==> src/rtl/amult_if.sv <==
// amult_if: valid/ready upstream and downstream bundle for amult_pipe.
interface amult_if #(
    parameter int WIDTH = 32,
    parameter int SHIFT = 16,
    parameter int TAG_W = 4
);
    logic             in_valid;
    logic             in_ready;
    logic [WIDTH-1:0] dat_in;
    logic [SHIFT-1:0] shift_val;
    logic [TAG_W-1:0] in_tag;
    logic             out_valid;
    logic             out_ready;
    logic [WIDTH-1:0] dat_out;
    logic [TAG_W-1:0] out_tag;
    modport master (
        output in_valid, dat_in, shift_val, in_tag, out_ready,
        input  in_ready, out_valid, dat_out, out_tag
    );
    modport slave (
        input  in_valid, dat_in, shift_val, in_tag, out_ready,
        output in_ready, out_valid, dat_out, out_tag
    );
endinterface

==> src/rtl/amult_pipe.sv <==
// amult_pipe: 3-stage handshaked approximate multiplier, DAT_IN * 0.SHIFT_VAL as a sum of
// arithmetic right-shifts, with per-stage valid bits so empty stages fill under backpressure.
module amult_pipe #(
    parameter int WIDTH      = 32,
    parameter int SHIFT      = 16,
    parameter int GROUP      = 4,
    parameter int ROUND_MODE = 0,
    parameter int TAG_W      = 4
) (
    input logic    clk,
    input logic    rst_n,
    amult_if.slave bus
);
    localparam int NGROUP = (SHIFT + GROUP - 1) / GROUP;
    logic             v1_q, v2_q, v3_q;
    logic             r1, r2, r3;
    logic [WIDTH-1:0] dat1_q;
    logic [SHIFT-1:0] sv1_q;
    logic [TAG_W-1:0] tag1_q, tag2_q, tag3_q;
    logic [WIDTH-1:0] term [SHIFT];
    logic [WIDTH-1:0] grp_d [NGROUP];
    logic [WIDTH-1:0] grp_q [NGROUP];
    logic [WIDTH-1:0] sum_d, dat3_q;
    assign r3 = !v3_q || bus.out_ready;
    assign r2 = !v2_q || r3;
    assign r1 = !v1_q || r2;
    assign bus.in_ready  = r1;
    assign bus.out_valid = v3_q;
    assign bus.dat_out   = dat3_q;
    assign bus.out_tag   = tag3_q;
    // One extra bit keeps the rounding offset from overflowing before the shift.
    for (genvar i = 0; i < SHIFT; i++) begin : g_term
        localparam logic [WIDTH:0] HALF = ROUND_MODE != 0 ? (WIDTH+1)'(1) << i : '0;
        logic signed [WIDTH:0] ext;
        assign ext     = {dat1_q[WIDTH-1], dat1_q} + HALF;
        assign term[i] = sv1_q[SHIFT-1-i] ? WIDTH'(ext >>> (i + 1)) : '0;
    end
    always_comb begin
        for (int g = 0; g < NGROUP; g++) grp_d[g] = '0;
        for (int i = 0; i < SHIFT; i++) grp_d[i/GROUP] = grp_d[i/GROUP] + term[i];
        sum_d = '0;
        for (int g = 0; g < NGROUP; g++) sum_d = sum_d + grp_q[g];
    end
    always_ff @(posedge clk or negedge rst_n) begin
        if (!rst_n) begin
            v1_q   <= 1'b0;
            v2_q   <= 1'b0;
            v3_q   <= 1'b0;
            dat3_q <= '0;
            tag3_q <= '0;
        end else begin
            if (r1) v1_q <= bus.in_valid;
            if (r2) v2_q <= v1_q;
            if (r3) v3_q <= v2_q;
            if (r3 && v2_q) begin
                dat3_q <= sum_d;
                tag3_q <= tag2_q;
            end
        end
    end
    always_ff @(posedge clk) begin
        if (r1 && bus.in_valid) begin
            dat1_q <= bus.dat_in;
            sv1_q  <= bus.shift_val;
            tag1_q <= bus.in_tag;
        end
        if (r2 && v1_q) begin
            grp_q  <= grp_d;
            tag2_q <= tag1_q;
        end
    end
endmodule

==> src/flat_wrapper.sv <==
// flat-port wrapper written by rule: the top's interface ports become plain ports
module amult_pipe_flat 
#(
    parameter int WIDTH      = 32,
    parameter int SHIFT      = 16,
    parameter int GROUP      = 4,
    parameter int ROUND_MODE = 0,
    parameter int TAG_W      = 4
)
  (clk, rst_n, bus_in_valid, bus_dat_in, bus_shift_val, bus_in_tag, bus_out_ready, bus_in_ready, bus_out_valid, bus_dat_out, bus_out_tag);
  amult_if #(.WIDTH(WIDTH), .SHIFT(SHIFT), .TAG_W(TAG_W)) bus_i ();
  input logic clk;
  input logic rst_n;
  input wire logic [$bits(bus_i.in_valid)-1:0] bus_in_valid;
  input wire logic [$bits(bus_i.dat_in)-1:0] bus_dat_in;
  input wire logic [$bits(bus_i.shift_val)-1:0] bus_shift_val;
  input wire logic [$bits(bus_i.in_tag)-1:0] bus_in_tag;
  input wire logic [$bits(bus_i.out_ready)-1:0] bus_out_ready;
  output wire logic [$bits(bus_i.in_ready)-1:0] bus_in_ready;
  output wire logic [$bits(bus_i.out_valid)-1:0] bus_out_valid;
  output wire logic [$bits(bus_i.dat_out)-1:0] bus_dat_out;
  output wire logic [$bits(bus_i.out_tag)-1:0] bus_out_tag;
  assign bus_i.in_valid = bus_in_valid;
  assign bus_i.dat_in = bus_dat_in;
  assign bus_i.shift_val = bus_shift_val;
  assign bus_i.in_tag = bus_in_tag;
  assign bus_i.out_ready = bus_out_ready;
  assign bus_in_ready = bus_i.in_ready;
  assign bus_out_valid = bus_i.out_valid;
  assign bus_dat_out = bus_i.dat_out;
  assign bus_out_tag = bus_i.out_tag;
  amult_pipe #(.WIDTH(WIDTH), .SHIFT(SHIFT), .GROUP(GROUP), .ROUND_MODE(ROUND_MODE), .TAG_W(TAG_W)) u_core (.clk(clk), .rst_n(rst_n), .bus(bus_i));
endmodule
==> config.mk <==
export PLATFORM = sky130hd
export DESIGN_NAME = amult_pipe_flat
export DESIGN_NICKNAME = d
export VERILOG_FILES = /design/src/rtl/amult_if.sv /design/src/rtl/amult_pipe.sv /design/src/flat_wrapper.sv
export SDC_FILE = /design/constraint.sdc
export NUM_CORES = 1
export LEC_CHECK = 0
export CAP_MARGIN = 20
export CORE_MARGIN = 2
export CORE_UTILIZATION = 26
export CTS_CLUSTER_SIZE = 28
export DETAILED_ROUTE_END_ITERATION = 8
export MAX_ROUTING_LAYER = met4
export PLACE_DENSITY_LB_ADDON = 0.25
export SYNTH_ARGS = -nofsm -noshare
export SYNTH_HDL_FRONTEND = slang
export SYNTH_SLANG_ARGS = --single-unit
==> constraint.sdc <==
create_clock -name clk -period 5.1 [get_ports clk]
set_input_delay 1.275 -clock clk [delete_from_list [all_inputs] [get_ports clk]]
set_output_delay 1.275 -clock clk [all_outputs]
set_load 0.02 [all_outputs]
==> key figures, run 1 <==
Logic synthesis
  – Predominant post-synthesis flop cell: edfxtp_1
  – Number of synthesized register bits: 222
  – Sequential fraction of the synthesis area: 28.6%
  – Mapped Area: 22700 µm²
  – Syn nets: 2836
  – Number of synthesized flops with an enable pin: 183
  – Synthesized area per cell: 9.49 µm²
  – Unique cell type count in the Yosys netlist: 67
  – Ys Warns: 0
  – Post-Synthesis Cells: 2388
  – Share of flip-flops with an asynchronous set or reset: 17.6%

Global routing
  – Initial antenna violation count: 0
  – Largest net degree at the start of global routing: 62
  – Vias in the first global route: 16800
  – Overall Global Routing Usage: 12.8%
  – Grt total ovfl: 0
  – Global-route wire length before repair: 89300 µm

Routing
  – WL/cell: 15.2 µm
  – First-iteration detailed-routing DRC count: 911
  – Via count: 15800
  – Vias per cell: 4.32
  – # DRC: 0
  – DRT Pass-1 Iters: 5
  – Final wirelength: 55500 µm
  – Final ANT Viol Nets: 0

Run status
  – Status: finished clean

Clocking
  – Cts hold-fix bufs: 0
  – Clk pin slew, worst setup/hold paths: 0.06 ns
  – Inserted Clock Buffers: 30
  – Clk Latency, worst-skew pair: 0.60 ns
  – CTS Root Cell: clkbuf_16
  – CTS Sinks: 222
  – CTS tree: done
  – CTS Buffer Depth: 3
  – H-Tree Depth: 1
  – Post-CTS resize count: 0

STA
  – Fmax achieved: 208 MHz
  – Part of the cycle the worst path needs: 94.1%
  – RSZ-0062 raised after global routing: false
  – Max-slew violation count: 0
  – Setup tns final: 0 ns
  – Clock Skews: 0.0344 ns
  – Final min period: 4.80 ns
  – Worst slew pin tran: 0.948 ns
  – Final Hold Viols: 0
  – Final setup viols: 0
  – Slew HR: 36.8%
  – Hold_ws: 0.417 ns

Setup path
  – Worst Path Max Fanout: 14
  – Reg-to-reg setup timing slack: 0.30 ns
  – Worst path arrival time: 5.12 ns
  – Critical path type: flop to flop
  – Reg2reg start: u_core.sv1_q[10]
  – Crit path launch type: flop
  – Reg2reg path depth: 15
  – Crit. End Element: flop
  – R2r endpoint: u_core.grp_q[91]
  – Crit path required time: 5.42 ns

Floorplanning
  – Num ports: 94
  – Initial Utilization: 26.2%
  – Die width: 299 µm
  – Die H: 299 µm
  – Row Count: 108
  – Core ar.: 86600 µm²
  – Die Area: 89500 µm²

Finish
  – Leading cell type in the layout, fill and taps excluded: inv_1
  – Fraction of layout cells with a size suffix above 1: 4.69%
  – Most frequent cells in the layout: inv_1 (526), and2_1 (277), fa_1 (258)
  – Nets: 2921
  – Area growth, synth to finish: 14.8%

Worst hold path
  – Min-delay worst type: flop to flop
  – Hold endpoint: u_core.tag2_q[0]
  – WHS Path Cells: 0
  – Hold path startpoint: u_core.tag1_q[0]

Pwr
  – Cell leakage power: 12.1 nW
  – Worst vdd ir: 399 µV
  – P per Cell Area: 642 nW/µm²

Placement
  – IO buf count: 92
  – HPWL after DPL: 45000 µm
  – Gp weighted congestion: 0.849

Run
  – Number of max-cap violations: 0
[area by class of cell]
type / count / area, µm²
clock inverters: 21 / 199
diodes: 2 / 5.00
multi-input cells: 1566 / 13900
flip-flops and latches: 222 / 6470
repair buffers: 127 / 1200
clock buffers: 35 / 769
fillers: 8948 / 60600
well taps: 1155 / 1450
inverters: 526 / 1970
[per-layer routing]
metal | wire, µm | vias up | global-route usage [%]
li1 | - | 7775 | -
met1 | 27900 | 7703 | 17.9
met2 | 24500 | 245 | 20.1
met3 | 2000 | 62 | 1.49
met4 | 1080 | 0 | 2.58
met5 | 0 | - | -
[cell usage after synthesis, drive strengths merged, types with 5 or more instances]
library cell	n	area (µm²)
a31o	16	140
nand2b	16	100
or3	5	31.3
o31a	5	45.0
o21a	15	113
fa	258	5160
o41ai	5	58.8
clkbuf	74	278
dfrtp	39	976
and3	14	87.6
a31oi	16	100
a21o	59	443
edfxtp	183	5500
nor3	11	55.1
a21oi	98	490
o21ai	87	435
xnor2	66	578
a211oi	18	145
and2	280	1750
o21bai	21	158
and4	5	43.8
a2111oi	5	50.0
nor2	68	255
o31ai	12	100
nand2	207	777
xor2	44	385
inv	526	1970
ha	134	1680
nor2b	11	68.8
nand4	13	81.3
o211ai	5	37.5
nand3	23	115
[worst max path at each step]
| stage | start | to | slack, ns | cells past startpoint |
|---|---|---|---|---|
| floorplan | bus_out_ready | u_core.grp_q[0] | 0.18 | 3 |
| global placement | u_core.sv1_q[5] | u_core.grp_q[55] | 0.25 | 13 |
| detailed placement | u_core.sv1_q[5] | u_core.grp_q[55] | 0.30 | 13 |
| CTS | u_core.sv1_q[10] | u_core.grp_q[91] | 0.30 | 15 |
| global route | u_core.sv1_q[10] | u_core.grp_q[91] | 0.08 | 15 |
| finish | u_core.sv1_q[10] | u_core.grp_q[91] | 0.30 | 15 |
[report_power, final]
part           internal (W)  leakage, nW  switching (W)
combinational       0.00478         9.42        0.00675
clock               0.00123        0.479       0.000863
sequential          0.00279         2.24       0.000294
total               0.00880         12.1        0.00790
[cells by family after synthesis]
logic type      Yosys count  share of synthesized area (%)
compound gates          397                           11.7
xor+xnor                110                           4.25
fa+ha+maj               392                           30.2
buf+inv                 600                           9.94
flops                   222                           28.6
mux                       1                         0.0442
simple gates            666                           15.3
[critical path: stages, from the launching register on]
cell and delay (ns):
edfxtp_1 0.58, buf_4 0.27, and2_1 0.16, fa_1 0.53, inv_1 0.05, fa_1 0.35, inv_1 0.07, ha_1 0.28
a21o_1 0.21, a2111oi_0 0.48, o31ai_1 0.26, a31oi_1 0.50, o21ai_0 0.22, a31oi_1 0.29, o21ai_0 0.14, xnor2_1 0.14
[sequential cells by signal (all words and copies together) (netlist names), 4 cells and up]
register / cells
u_core.bus.out_tag: 4
u_core.dat1_q: 31
u_core.tag1_q: 4
u_core.bus.dat_out: 32
u_core.grp_q: 128
u_core.tag2_q: 4
u_core.sv1_q: 16
[timing repair]
action | CTS | global route
hold endpoints to repair | 0 | 0
buffers inserted | 0 | 1
endpoints found under the setup margin | 0 | 5
[stage by stage]
step / power, W / area [µm²] / cells / setup WS [ns] / util, %
after CTS: 0.0169 / 26000 / 3651 / 0.304 / 30.0
after global placement: 0.0145 / 25000 / 3595 / 0.250 / 28.9
after floorplan: 0.0115 / 22700 / 2388 / 0.178 / -
after global routing: 0.0184 / 26000 / 3652 / 0.0778 / 30.0
final: 0.0167 / 26000 / 3654 / 0.300 / 30.0
after detailed placement: 0.0147 / 25000 / 3595 / 0.299 / 28.9
(Power assumes the default switching activity.)
==> run 2: changes to the inputs <==
--- a/config.mk
+++ b/config.mk
@@ -6,7 +6,6 @@
 export NUM_CORES = 1
 export LEC_CHECK = 0
 export CAP_MARGIN = 20
-export CORE_MARGIN = 2
 export CORE_UTILIZATION = 26
 export CTS_CLUSTER_SIZE = 28
 export DETAILED_ROUTE_END_ITERATION = 8
==> key figures, run 2 (synthesized netlist as in run 1, its figures left out) <==
Floorplanning
  – Die H: 297 µm (-0.67%)
  – Die Area: 88300 µm² (-1.3%)
  – Row Count: 107 (-0.93%)
  – Initial Utilization: 26.4% (+0.29 points)
  – Num ports: 94 (unchanged)
  – Core ar.: 85700 µm² (-1.1%)
  – Die width: 297 µm (-0.67%)

Setup path
  – Crit path launch type: flop
  – Worst path arrival time: 5.24 ns (+0.12 ns)
  – Worst Path Max Fanout: 16 (+2)
  – Crit path required time: 5.42 ns (about the same)
  – CP Cell Sequence: buf_4 -> and2_1 -> fa_1 -> inv_1 -> fa_1 -> inv_1 -> ha_1 -> a21o_1 -> a2111oi_0 -> o31ai_1 -> a31oi_1 -> o21ai_0 -> a31oi_1 -> o21ai_0 -> xnor2_1
  – CP top delay family: compound AO/OA/AOI/OAI gates
  – Crit. End Element: flop
  – Critical path type: flop to flop
  – Worst path max stage delay: 0.55 ns (-0.03 ns)
  – CP max-delay cell: edfxtp_1
  – Worst Path Buf+Inv: 3 (unchanged)

Finish
  – Storage cell area: 6470 µm² (unchanged)
  – Largest Register: u_core.grp_q
  – Most frequent cells in the layout: inv_1 (526), and2_1 (277), fa_1 (258)
  – Area growth, synth to finish: 14.6%
  – Largest register FFs: 128 (unchanged)
  – Area of the multi-input gates: 13900 µm² (unchanged)
  – Fraction of layout cells with a size suffix above 1: 4.65% (-0.033 points)
  – Nets: 2920 (-0.034%)
  – Leading cell type in the layout, fill and taps excluded: inv_1
  – Number of fillers in the final layout: 9020 (+0.80%)

STA
  – RSZ-0062 raised after global routing: false
  – Fmax achieved: 203 MHz (-2.4%)
  – Part of the cycle the worst path needs: 96.4% (+2.3 points)
  – Final WS setup: 0.183 ns (-0.118 ns)
  – Slew HR: 36.3% (-0.51 points)
  – Final min period: 4.92 ns (+0.118 ns)
  – Setup tns final: 0 ns (unchanged)
  – Worst slew pin tran: 0.956 ns (+0.00760 ns)
  – Final setup viols: 0 (unchanged)
  – Max-slew violation count: 0 (unchanged)
  – Final Hold Viols: 0 (unchanged)
  – Clock Skews: 0.0314 ns (-0.00303 ns)

Global routing
  – Grt total ovfl: 0 (unchanged)
  – Largest net degree at the start of global routing: 76 (+23%)
  – Initial antenna violation count: 1 (+1)
  – Vias in the first global route: 17000 (+1.7%)
  – Global-route wire length before repair: 90100 µm (+0.94%)
  – Overall Global Routing Usage: 13.1% (+0.26 points)

Pwr
  – Comb power frac: 69.3% (+0.3 points)
  – Worst vdd ir: 424 µV (+6.3%)
  – NetSw: 0.00791 W (+0.13%)
  – Net Sw Frac: 47.5% (+0.19 points)
  – Reg power frac: 18.5% (about the same)
  – P per Cell Area: 642 nW/µm² (about the same)
  – Cell leakage power: 12.1 nW (-0.18%)
  – Power Internal: 0.00874 W (-0.64%)
  – Clock share of power: 12.3% (-0.2 points)

Clocking
  – CTS Buffer Depth: 3 (unchanged)
  – Inserted Clock Buffers: 30 (unchanged)
  – Clk Latency, worst-skew pair: 0.60 ns (about the same)
  – Cts hold-fix bufs: 0 (unchanged)
  – CTS tree: done
  – CTS Root Cell: clkbuf_16
  – Post-CTS resize count: 0 (unchanged)
  – Clk pin slew, worst setup/hold paths: 0.06 ns (about the same)
  – CTS Sinks: 222 (unchanged)
  – H-Tree Depth: 1 (unchanged)
  – Post-CTS Setup Repair Bufs: 0 (unchanged)

Placement
  – Pre-CTS setup slack: 0.301 ns (+0.00177 ns)
  – IO buf count: 92 (unchanged)
  – HPWL after DPL: 45100 µm (+0.23%)
  – Gp weighted congestion: 0.832 (-2.0%)

Routing
  – DRT Pass-1 Iters: 5 (unchanged)
  – Vias per cell: 4.38 (+1.4%)
  – # DRC: 0 (unchanged)
  – Via count: 15900 (+0.95%)
  – Final wirelength: 55400 µm (about the same)
  – WL/cell: 15.2 µm (+0.36%)
  – First-iteration detailed-routing DRC count: 894 (-1.9%)
  – Final ANT Viol Nets: 0 (unchanged)

Run status
  – Status: finished clean

Worst hold path
  – Min-delay worst type: flop to flop

Run
  – Number of max-cap violations: 0 (unchanged)
run 2: changes by cell type in the layout (fill, tap and decap cells not counted), moves of 2 or more:
cell | previous run | this run
bufinv_16 | 3 | 0
clkinv_2 | 7 | 4
clkinvlp_4 | 0 | 2
clkinv_4 | 3 | 1
clkbuf_1 | 5 | 2
clkbuf_8 | 0 | 4
clkbuf_16 | 30 | 32
run 2: path summary, 6_finish.rpt:
kind	from	to	slack [ns]	cells past startpoint
max in group asynchronous	rst_n	u_core.bus.dat_out[22]	3.67	1
hold / removal	u_core.tag1_q[3]	u_core.tag2_q[3]	0.42	0
setup reg to reg	u_core.sv1_q[10]	u_core.grp_q[91]	0.18	15
hold reg to reg	u_core.tag1_q[3]	u_core.tag2_q[3]	0.42	0
min in group asynchronous	rst_n	u_core.bus.dat_out[6]	0.81	1
setup / recovery	u_core.sv1_q[10]	u_core.grp_q[91]	0.18	15
run 2: area by class of cell:
| type | count | share of cell area (%) |
|---|---|---|
| Antenna cell | 2 | 0.0193 |
| Clock buffer | 38 | 3.33 |
| Clock inverter | 15 | 0.342 |
| Inverter | 526 | 7.61 |
| Multi-Input combinational cell | 1566 | 53.7 |
| Sequential cell | 222 | 24.9 |
| Tap cell | 1144 | 5.51 |
| Timing Repair Buffer | 126 | 4.56 |
run 2: power groups by stage:
stage	Clock, W	Sequential (W)	Combinational [W]
after detailed placement	0	0.00313	0.0115
after CTS	0.00213	0.00309	0.0116
after global placement	0	0.00312	0.0114
after global routing	0.00218	0.00315	0.0131
after floorplan	0	0.00315	0.00833
final	0.00204	0.00308	0.0115
run 2: metal layers:
layer	vias up	global-route usage, %	share of wire, %
li1	7779	-	-
met1	7851	18.0	50
met2	238	20.3	44
met3	67	1.91	3.5
met4	0	2.80	2.1
met5	-	-	0
run 2: worst reg2reg max path: stages (launching register included):
cell	delay (ns)
edfxtp_1	0.55
buf_4	0.27
and2_1	0.17
fa_1	0.54
inv_1	0.05
fa_1	0.47
inv_1	0.04
ha_1	0.20
a21o_1	0.22
a2111oi_0	0.51
o31ai_1	0.28
a31oi_1	0.51
o21ai_0	0.23
a31oi_1	0.34
o21ai_0	0.15
xnor2_1	0.14
run 2: stage by stage:
stage	util, %	power [W]	std cells	hold WS (ns)	instance area (µm²)
CTS	30.3	0.0168	3637	0.422	26000
finish	30.3	0.0167	3639	0.425	26000
detailed placement	29.2	0.0147	3584	0.407	25000
floorplan	-	0.0115	2388	0.400	22700
global route	30.3	0.0184	3638	0.436	26000
global placement	29.2	0.0145	3584	0.406	25000
==> run 3: changes to the inputs <==
--- a/config.mk
+++ b/config.mk
@@ -5,7 +5,7 @@
 export SDC_FILE = /design/constraint.sdc
 export NUM_CORES = 1
 export LEC_CHECK = 0
-export CAP_MARGIN = 20
+export CAP_MARGIN = 25
 export CORE_UTILIZATION = 26
 export CTS_CLUSTER_SIZE = 28
 export DETAILED_ROUTE_END_ITERATION = 8
==> key figures, run 3 (synthesized netlist as in run 1, its figures left out) <==
Pwr
  – Worst vdd ir: 425 µV (+0.16%)
  – Cell leakage power: 12.1 nW (about the same)
  – P per Cell Area: 640 nW/µm² (-0.23%)

Global routing
  – Global-route wire length before repair: 90100 µm (unchanged)
  – Initial antenna violation count: 1 (unchanged)
  – Largest net degree at the start of global routing: 76 (unchanged)
  – Vias in the first global route: 17000 (unchanged)
  – Grt total ovfl: 0 (unchanged)
  – Overall Global Routing Usage: 13.1% (unchanged)

Finish
  – Most frequent cells in the layout: inv_1 (526), and2_1 (277), fa_1 (258)
  – Fraction of layout cells with a size suffix above 1: 4.69% (+0.038 points)
  – Largest Register: u_core.grp_q
  – Largest register FFs: 128 (unchanged)
  – Non-Filler Instances: 3640 (+0.027%)
  – Nets: 2921 (+0.034%)
  – Area growth, synth to finish: 14.7% (about the same)
  – Number of fillers in the final layout: 9018 (-0.022%)
  – Leading cell type in the layout, fill and taps excluded: inv_1

STA
  – Max-slew violation count: 0 (unchanged)
  – Fmax achieved: 203 MHz (about the same)
  – Part of the cycle the worst path needs: 96.4% (about the same)
  – Final Hold Viols: 0 (unchanged)
  – Final setup viols: 0 (unchanged)
  – Slew HR: 38.5% (+2.3 points)
  – Final min period: 4.92 ns (-0.000302 ns)
  – Worst slew pin tran: 0.922 ns (-0.0343 ns)
  – Setup tns final: 0 ns (unchanged)
  – RSZ-0062 raised after global routing: false
  – Hold_ws: 0.424 ns (-0.000552 ns)
  – Clock Skews: 0.0308 ns (-0.000589 ns)

Routing
  – Vias per cell: 4.37 (-0.17%)
  – Final ANT Viol Nets: 0 (unchanged)
  – Final wirelength: 55300 µm (-0.26%)
  – First-iteration detailed-routing DRC count: 869 (-2.8%)
  – Via count: 15900 (-0.14%)
  – DRT Pass-1 Iters: 5 (unchanged)
  – # DRC: 0 (unchanged)
  – WL/cell: 15.2 µm (-0.29%)

Clocking
  – CTS Root Cell: clkbuf_16
  – Inserted Clock Buffers: 30 (unchanged)
  – CTS Sinks: 222 (unchanged)
  – Post-CTS Setup Repair Bufs: 0 (unchanged)
  – Cts hold-fix bufs: 0 (unchanged)
  – Post-CTS resize count: 0 (unchanged)
  – CTS tree: done
  – Clk Latency, worst-skew pair: 0.60 ns (about the same)
  – Clk pin slew, worst setup/hold paths: 0.06 ns (about the same)
  – H-Tree Depth: 1 (unchanged)
  – CTS Buffer Depth: 3 (unchanged)

Setup path
  – Reg-to-reg setup timing slack: 0.18 ns (about the same)
  – Crit. End Element: flop
  – Worst Path Max Fanout: 16 (unchanged)
  – Crit path launch type: flop
  – CP max-delay cell: edfxtp_1
  – Worst path arrival time: 5.24 ns (about the same)
  – R2r endpoint: u_core.grp_q[91]
  – Worst path max stage delay: 0.55 ns (about the same)
  – Critical path type: flop to flop
  – Reg2reg path depth: 15 (unchanged)
  – Reg2reg start: u_core.sv1_q[10]
  – CP top delay family: compound AO/OA/AOI/OAI gates
  – CP Cell Sequence: buf_4 -> and2_1 -> fa_1 -> inv_1 -> fa_1 -> inv_1 -> ha_1 -> a21o_1 -> a2111oi_0 -> o31ai_1 -> a31oi_1 -> o21ai_0 -> a31oi_1 -> o21ai_0 -> xnor2_1
  – Worst Path Buf+Inv: 3 (unchanged)
  – Crit path required time: 5.42 ns (about the same)

Run status
  – Status: finished clean

Floorplanning
  – Num ports: 94 (unchanged)
  – Initial Utilization: 26.4% (unchanged)
  – Die width: 297 µm (unchanged)
  – Row Count: 107 (unchanged)
  – Core ar.: 85700 µm² (unchanged)
  – Die Area: 88300 µm² (unchanged)
  – Die H: 297 µm (unchanged)

Worst hold path
  – Hold endpoint: u_core.tag2_q[0]
  – WHS Path Cells: 0 (unchanged)
  – Min-delay worst type: flop to flop
  – Hold path startpoint: u_core.tag1_q[0]

Run
  – Number of max-cap violations: 0 (unchanged)

Placement
  – Gp weighted congestion: 0.832 (unchanged)
  – HPWL after DPL: 45100 µm (unchanged)
  – Cell total after placement: 3584 (unchanged)
  – IO buf count: 92 (unchanged)
==> run 3: final cells by class <==
| cell class | instances | area [µm²] | area share (%) |
|---|---|---|---|
| Tap cell | 1144 | 1430 | 5.51 |
| Multi-Input combinational cell | 1566 | 13900 | 53.7 |
| Timing Repair Buffer | 127 | 1200 | 4.63 |
| Antenna cell | 2 | 5.00 | 0.0193 |
| Clock buffer | 38 | 863 | 3.32 |
| Inverter | 526 | 1970 | 7.60 |
| Sequential cell | 222 | 6470 | 24.9 |
| Clock inverter | 15 | 88.8 | 0.342 |
==> run 3: worst max-delay path by stage <==
stage	start	to	slack, ns	cells past startpoint
final	u_core.sv1_q[10]	u_core.grp_q[91]	0.18	15
after global routing	u_core.sv1_q[5]	u_core.grp_q[55]	0.04	13
after CTS	u_core.sv1_q[10]	u_core.grp_q[91]	0.29	15
after detailed placement	u_core.sv1_q[10]	u_core.grp_q[91]	0.30	15
after global placement	u_core.sv1_q[10]	u_core.grp_q[91]	0.31	15
after floorplan	bus_out_ready	u_core.grp_q[0]	0.18	3
==> run 3: through the flow <==
stage                     worst slack, ns  total power [W]  utilization, %  instance area, µm²
after CTS                           0.290           0.0168            30.3               26000
after global routing               0.0447           0.0184            30.3               26000
after floorplan                     0.178           0.0115               -               22700
after detailed placement            0.301           0.0147            29.2               25000
final                               0.183           0.0166            30.3               26000
after global placement              0.306           0.0145            29.2               25000
==> run 3: worst reg2reg max path: cells and delay by family (launching register included) <==
family          cells  cell delay [ns]
buf+inv             3             0.39
compound gates      7             2.23
simple gates        1             0.17
fa+ha+maj           3             1.18
xor+xnor            1             0.14
flops               1             0.55
==> run 3: routing by layer <==
layer / up-vias / global-route usage, % / wire length (µm)
li1: 7778 / - / -
met1: 7802 / 18.0 / 27300
met2: 266 / 20.3 / 24400
met3: 67 / 1.91 / 2400
met4: 0 / 2.80 / 1180
met5: - / - / 0
==> run 3: report_power, final <==
group          leakage, nW  internal [W]  switching, W
registers             2.24       0.00279      0.000291
logic                 9.42       0.00477       0.00674
clock network        0.466       0.00118      0.000861
